**src/rtl/multi_edge_pkg.sv**
```systemverilog
// Shared defaults and helpers for the multi-channel edge detector.
package multi_edge_pkg;

    localparam int unsigned DEF_NUM_CH     = 4;
    localparam int unsigned DEF_DEB_CYCLES = 1;
    localparam int unsigned DEF_CNT_W      = 8;

    // Widest channel vector popcount accepts; narrower vectors are zero-extended.
    localparam int unsigned MAX_CH = 64;

    typedef logic [MAX_CH-1:0] ch_vec_t;

    function automatic logic [7:0] popcount(input ch_vec_t v);
        logic [7:0] n;
        n = '0;
        for (int unsigned i = 0; i < MAX_CH; i++) begin
            n = n + 8'(v[i]);
        end
        return n;
    endfunction

endpackage

```
**src/rtl/edge_deb_ch.sv**
```systemverilog
// One channel: debounce filter on a synchronous input plus registered edge pulses.
module edge_deb_ch
    import multi_edge_pkg::*;
#(
    parameter int unsigned DEB_CYCLES = DEF_DEB_CYCLES
) (
    input  logic clk,
    input  logic reset,
    input  logic a,
    output logic level,
    output logic rise,
    output logic fall
);

    localparam int unsigned    CW   = $clog2(DEB_CYCLES + 1);
    localparam logic [CW-1:0]  LAST = CW'(DEB_CYCLES - 1);

    logic [CW-1:0] cnt;

    always_ff @(posedge clk) begin
        if (reset) begin
            level <= 1'b0;
            cnt   <= '0;
            rise  <= 1'b0;
            fall  <= 1'b0;
        end else begin
            rise <= 1'b0;
            fall <= 1'b0;
            if (a == level) begin
                cnt <= '0;
            end else if (cnt == LAST) begin
                // The DEB_CYCLES-th consecutive differing sample commits the new level.
                level <= a;
                cnt   <= '0;
                rise  <= a;
                fall  <= ~a;
            end else begin
                cnt <= cnt + CW'(1);
            end
        end
    end

endmodule

```
**src/rtl/multi_edge_detect.sv**
```systemverilog
// Multi-channel debounced edge detector with sticky flags, interrupt and saturating event count.
module multi_edge_detect
    import multi_edge_pkg::*;
#(
    parameter int unsigned NUM_CH     = DEF_NUM_CH,
    parameter int unsigned DEB_CYCLES = DEF_DEB_CYCLES,
    parameter int unsigned CNT_W      = DEF_CNT_W
) (
    input  logic              clk,
    input  logic              reset,
    input  logic [NUM_CH-1:0] a_i,
    input  logic [NUM_CH-1:0] rise_en_i,
    input  logic [NUM_CH-1:0] fall_en_i,
    input  logic [NUM_CH-1:0] clr_i,
    input  logic              cnt_clr_i,
    output logic [NUM_CH-1:0] rising_edge_o,
    output logic [NUM_CH-1:0] falling_edge_o,
    output logic [NUM_CH-1:0] level_o,
    output logic [NUM_CH-1:0] sticky_o,
    output logic              irq_o,
    output logic [CNT_W-1:0]  count_o
);

    localparam int unsigned SUM_W = CNT_W + 8;

    logic [NUM_CH-1:0] ev;
    logic [7:0]        ev_cnt;
    logic [SUM_W-1:0]  sum;

    for (genvar g = 0; g < NUM_CH; g++) begin : g_ch
        edge_deb_ch #(
            .DEB_CYCLES(DEB_CYCLES)
        ) u_ch (
            .clk   (clk),
            .reset (reset),
            .a     (a_i[g]),
            .level (level_o[g]),
            .rise  (rising_edge_o[g]),
            .fall  (falling_edge_o[g])
        );
    end

    always_comb begin
        ev     = (rising_edge_o & rise_en_i) | (falling_edge_o & fall_en_i);
        ev_cnt = popcount(MAX_CH'(ev));
        sum    = SUM_W'(count_o) + SUM_W'(ev_cnt);
    end

    always_ff @(posedge clk) begin
        if (reset) begin
            sticky_o <= '0;
            irq_o    <= 1'b0;
            count_o  <= '0;
        end else begin
            // Set term OR'd last so a coincident event beats the clear.
            sticky_o <= (sticky_o & ~clr_i) | ev;
            irq_o    <= |sticky_o;
            if (cnt_clr_i) begin
                count_o <= '0;
            end else if (sum > SUM_W'({CNT_W{1'b1}})) begin
                count_o <= '1;
            end else begin
                count_o <= sum[CNT_W-1:0];
            end
        end
    end

endmodule

```
**config.mk**
```make
export PLATFORM = sky130hd
export DESIGN_NAME = multi_edge_detect
export DESIGN_NICKNAME = d
export VERILOG_FILES = /design/src/rtl/multi_edge_pkg.sv /design/src/rtl/edge_deb_ch.sv /design/src/rtl/multi_edge_detect.sv
export SDC_FILE = /design/constraint.sdc
export NUM_CORES = 1
export LEC_CHECK = 0
export ABC_CLOCK_PERIOD_IN_PS = 8600
export CORE_MARGIN = 2
export CORE_UTILIZATION = 40
export CTS_CLUSTER_DIAMETER = 200
export DETAILED_ROUTE_END_ITERATION = 6
export DONT_BUFFER_PORTS = 1
export GPL_ROUTABILITY_DRIVEN = 0
export SYNTH_ARGS = -nofsm -noshare
export SYNTH_HDL_FRONTEND = slang
export SYNTH_HIERARCHICAL = 1
export SYNTH_SLANG_ARGS = --single-unit
```
**constraint.sdc**
```tcl
create_clock -name clk -period 8.6 [get_ports clk]
set_input_delay 1.72 -clock clk [delete_from_list [all_inputs] [get_ports clk]]
set_output_delay 1.72 -clock clk [all_outputs]
set_load 0.02 [all_outputs]
```
After elaboration in Yosys (flattened, before gate mapping)
Index checks and enable logic that the tools add are counted.
{"block": "classes", "addsub": 8, "order_cmp": 1, "n_eq_ne": 4, "n_mux": 1, "bitwise": 18, "reduce_logical": 14}
{"operator": "OR reduction 3 bit", "count": 8}
{"operator": "bitwise AND 4 bit", "count": 3}
{"operator": "NOT 1 bit", "count": 12}
{"operator": "adder 8 x 4 -> 9 bit", "count": 1}
{"operator": "> comparator 9 x 8 -> 1 bit, second input constant", "count": 1}
{"operator": "two-way mux 8 bit", "count": 1}
{"operator": "OR 4 bit", "count": 2}
{"operator": "AND reduction 2 bit", "count": 4}
{"operator": "adder 1 bit, second input constant", "count": 4}
{"operator": "adder 3 x 1 -> 4 bit", "count": 1}
{"operator": "equality test 1 bit", "count": 4}
{"operator": "NOT 4 bit", "count": 1}
{"operator": "OR reduction 4 bit", "count": 1}
{"operator": "adder 2 x 1 -> 3 bit", "count": 1}
{"operator": "adder 1 x 1 -> 2 bit", "count": 1}
{"operator": "OR reduction 2 bit", "count": 1}
{"block": "totals", "regBits": 29, "word_cells": 65}

Logic depth before layout (Yosys ltp)
{"block": "depth", "depth_word": 8, "mapped_depth": 8}

Cells and area by module
The synthesis kept the hierarchy.
{"module": "multi_edge_detect", "instances": 1, "cells_per_inst": 67, "area_each_um2": 619.3, "seq_area_each_um2": 260.2}
{"module": "edge_deb_ch", "instances": 4, "cells_per_inst": 9, "area_each_um2": 115.1, "seq_area_each_um2": 80.1}

Worst setup path after synthesis
No wires, ideal clock.
{"block": "synth_timing", "kind": "input to register", "start": "input fall_en_i[0]", "end": "register count_o[7]", "setup_time_ns": 0.116, "arrival_ns": 3.872, "path_slack_ns": 4.611, "stages": 7, "n_path_buf": 0, "cell_sequence": "a22oi_1 -> fa_1 -> inv_1 -> fa_1 -> fa_1 -> or4_1 -> o211a_1"}
{"block": "synth_between", "elab_chain_cells": 8}
{"item": "start, declared", "line_no": "multi_edge_detect.sv:13", "text": "input logic [NUM_CH-1:0] fall_en_i,"}
{"item": "bitwise AND 4 bit *", "line_no": "multi_edge_detect.sv:44", "text": "ev = (rising_edge_o & rise_en_i) | (falling_edge_o & fall_en_i);"}
{"item": "OR 4 bit *", "line_no": "multi_edge_detect.sv:44"}
{"item": "adder 1 x 1 -> 2 bit *", "line_no": "multi_edge_pkg.sv:17", "text": "n = n + 8'(v[i]);"}
{"item": "adder 2 x 1 -> 3 bit *", "line_no": "multi_edge_pkg.sv:17"}
{"item": "adder 3 x 1 -> 4 bit *", "line_no": "multi_edge_pkg.sv:17"}
{"item": "adder 8 x 4 -> 9 bit *", "line_no": "multi_edge_detect.sv:46", "text": "sum = SUM_W'(count_o) + SUM_W'(ev_cnt);"}
{"item": "> comparator 9 x 8 -> 1 bit", "line_no": "multi_edge_detect.sv:60", "text": "end else if (sum > SUM_W'({CNT_W{1'b1}})) begin"}
{"item": "two-way mux 8 bit *", "line_no": "multi_edge_detect.sv:60"}
{"item": "end signal, assigned", "line_no": "multi_edge_detect.sv:63", "text": "count_o <= sum[CNT_W-1:0];"}
{"item": "end, declared", "line_no": "multi_edge_detect.sv:21", "text": "output logic [CNT_W-1:0] count_o"}
Every way passes the cells marked *; elsewhere a longest branch is shown, timed or not.
A chain may end at the register's enable or synchronous reset.

Worst setup path in the final report
Same ends and word-level chain as after synthesis.

==> summary.txt <==
Status
  – Status: finished, final reports clean

Synthesis
  – Synthesized-area fraction occupied by and/or/nand/nor cells: 19.2%
  – Synthesized area: 1080 um2
  – Largest cells by area after synthesis: dfxtp_1 54%, nor4b_1 6.5%, fa_1 5.6%
  – Synthesis Warnings: 6
  – Compound-cell area share of the yosys netlist: 11.2%
  – Unique masters post-synth: 29
  – Syn nets: 126
  – Mapped Cells: 103
  – Synthesis-stage register bit count: 29
  – Mean Syn Cell Area: 10.5 um2
  – Prevailing post-synth register cell: dfxtp_1
  – Synth Area in XOR/XNOR: 0.811%
  – Most frequent cell after synthesis: dfxtp_1
  – Post-synthesis async set-or-reset flop share: 0%
  – Sequential fraction of the synthesis area: 53.8%
  – Post-synthesis mux area share: 3.71%
  – Post-Synth Adder-Cell Area: 6.72%
  – EDFF count, synth: 0
  – Post-synth top cells: 29 x dfxtp_1, 9 x a21oi_1, 8 x inv_1, 8 x nor2_1, 8 x nor4b_1
  – Largest family of logic cells by synthesized area: simple AND/OR/NAND/NOR gates
  – Most area-hungry cell type in the Yosys netlist: dfxtp_1
  – Synth top area share: 53.8%

Pwr
  – Total leakage power: 0.485 nW
  – Max VDD drop: 0.148 mV
  – Overall power: 295 uW
  – P per Cell Area: 242 nW/um2

Critical path
  – Most used cell, CP: fa_1
  – Largest stage delay, worst path: 0.53 ns
  – Worst Setup Path Type: input pin to flop
  – CP Data Arrival Time: 3.96 ns
  – R2r setup slk: 5.73 ns
  – Slowest cell on the critical path: fa_1
  – RR Startpoint: g_ch[2].u_ch/rise
  – Worst path required time: 8.83 ns
  – Startpoint Class: input pin
  – R2R depth: 7
  – CP Cell Sequence: a22oi_1 > fa_1 > inv_1 > fa_1 > fa_1 > or4_1 > o211a_1
  – Crit end category: flop
  – Critical path peak fanout: 4
  – Reg-to-reg endpoint: count_o[7]

Floorplan
  – Initial Utilization: 42.8%
  – DIE WIDTH: 56.0 um
  – Core ar.: 2520 um2
  – Die height: 56.0 um
  – Row cnt: 18
  – Die area: 3130 um2
  – IO Pins: 44

Timing
  – Final TNS setup: 0 ns
  – RSZ-0062 raised after global routing: false
  – Final hold violations: 0
  – F_max: 268 MHz
  – Minimum clock period: 3.73 ns
  – Hold_ws: 0.479 ns
  – Final setup vio count: 0
  – Slew Viols, Final: 0
  – Final Cycle Share: 43.4%
  – Worst Skew: 0.00805 ns

Clocking
  – Clk slew on worst S/H paths: 0.10 ns
  – Root Buffer: clkbuf_4
  – H-tree Lvls: 2
  – Cts repair resizes: 0
  – Clock Tree Buf Depth: 2
  – # hold bufs at CTS: 0
  – CTS tree: yes
  – Skew-Pair Late Insertion Delay: 0.33 ns
  – Total CTS buffers: 5
  – Num Clock Sinks: 29
  – Post-CTS Repair Setup Buffers: 0

Placement
  – Port Buf Inserts: 0
  – Placed cell areas: 1110 um2
  – HPWL reported at the end of detailed placement: 1530 um

GRT
  – Vias in the first global route: 817
  – Initial antenna violation count: 0
  – Total congestion overflow: 0
  – First-pass GRT wire length: 3480 um
  – GRT Total Usage: 14.8%
  – Largest net degree at the start of global routing: 20

Routing
  – DR vias: 772
  – Drt initial violations: 16
  – Drt wl/cell: 14.6 um
  – DRT antenna net count: 0
  – # DRC: 0
  – Post-Route WL: 2050 um
  – Initial DRT Pass Iterations: 4
  – Via/cell ratio: 5.51

Finish
  – Area grow syn2layout: 12.6%
  – Fin util: 48.2%
  – Layout net count: 132
  – Fraction of layout instances using a drive strength above 1: 10.9%
  – Final instance area: 1220 um2
  – # diodes: 0
  – # fillers: 256

Hold path
  – Hold depth: 1
  – Tightest Hold Check Type: flop to flop
  – HP Start: g_ch[2].u_ch/cnt
  – Hold EP: g_ch[2].u_ch/fall

Flow run
  – Max Cap Violations: 0
final cells by class:
class                           count  area, um2  area share (%)
Sequential cell                    29        581            47.7
Multi-Input combinational cell     65        465            38.3
Clock inverter                      3       65.1            5.35
Clock buffer                        5       37.5            3.09
Tap cell                           30       37.5            3.09
Inverter                            8       30.0            2.47
worst max-delay path by stage:
stage	start	to	cells after the start
4_1_cts	fall_en_i[0]	count_o[7]	7
3_3_place_gp	fall_en_i[0]	count_o[7]	7
3_5_place_dp	fall_en_i[0]	count_o[7]	7
5_1_grt	fall_en_i[0]	count_o[7]	7
6_report	fall_en_i[0]	count_o[7]	7
2_1_floorplan	fall_en_i[0]	count_o[7]	7
cell usage in the layout (no fill, tap or decap), types with 2 or more instances in the layout:
master	count
dfxtp_1	29
a21oi_1	9
inv_1	8
nor2_1	8
nor4b_1	8
clkbuf_4	5
mux2i_1	4
conb_1	4
o21ai_0	3
a31oi_1	3
fa_1	3
a22oi_1	2
a22o_1	2
nand2b_1	2
nor3_1	2
or3_1	2
bufinv_16	2
critical path: cells and delay by family:
| family | cells | cell delay [ns] |
|---|---|---|
| adder cells (fa/ha/maj) | 3 | 1.43 |
| AND/OR/NAND/NOR | 1 | 0.53 |
| AO/OA/AOI/OAI | 2 | 0.23 |
| buffers and inverters | 1 | 0.06 |
cell families (layout without fill, tap and decap cells):
kind of cell             Yosys count  count (layout)
AND/OR/NAND/NOR                   32              32
flip-flops                        29              29
AO/OA/AOI/OAI                     20              20
buffers and inverters              9              16
adder cells (fa/ha/maj)            4               4
other                              4               4
multiplexers                       4               4
XOR/XNOR                           1               1
where the power goes:
part	internal [mW]	leakage [nW]	switching, mW
Combinational	0.00463	0.193	0.00423
Sequential	0.139	0.237	0.00776
Clock	0.0900	0.0552	0.0497
Total	0.233	0.485	0.0617
routing by layer:
layer	share of wire (%)	global-route usage [%]	vias to the layer above
li1	-	-	373
met1	42	17.6	361
met2	47	22.4	32
met3	9.2	7.91	6
met4	1.9	6.12	0
met5	0	0	-
state kept, by name, summed over array words and instances (netlist names):
register,count
count_o,8
g_ch.u_ch/cnt,4
g_ch.u_ch/fall,4
g_ch.u_ch/level,4
g_ch.u_ch/rise,4
irq_o,1
sticky_o,4
through the flow:
step / cells / setup WS, ns
detailed placement: 132 / 4.50
CTS: 140 / 4.86
global route: 140 / 4.76
global placement: 132 / 4.55
floorplan: 103 / 4.61
finish: 140 / 4.87
(Power assumes the default switching activity.)
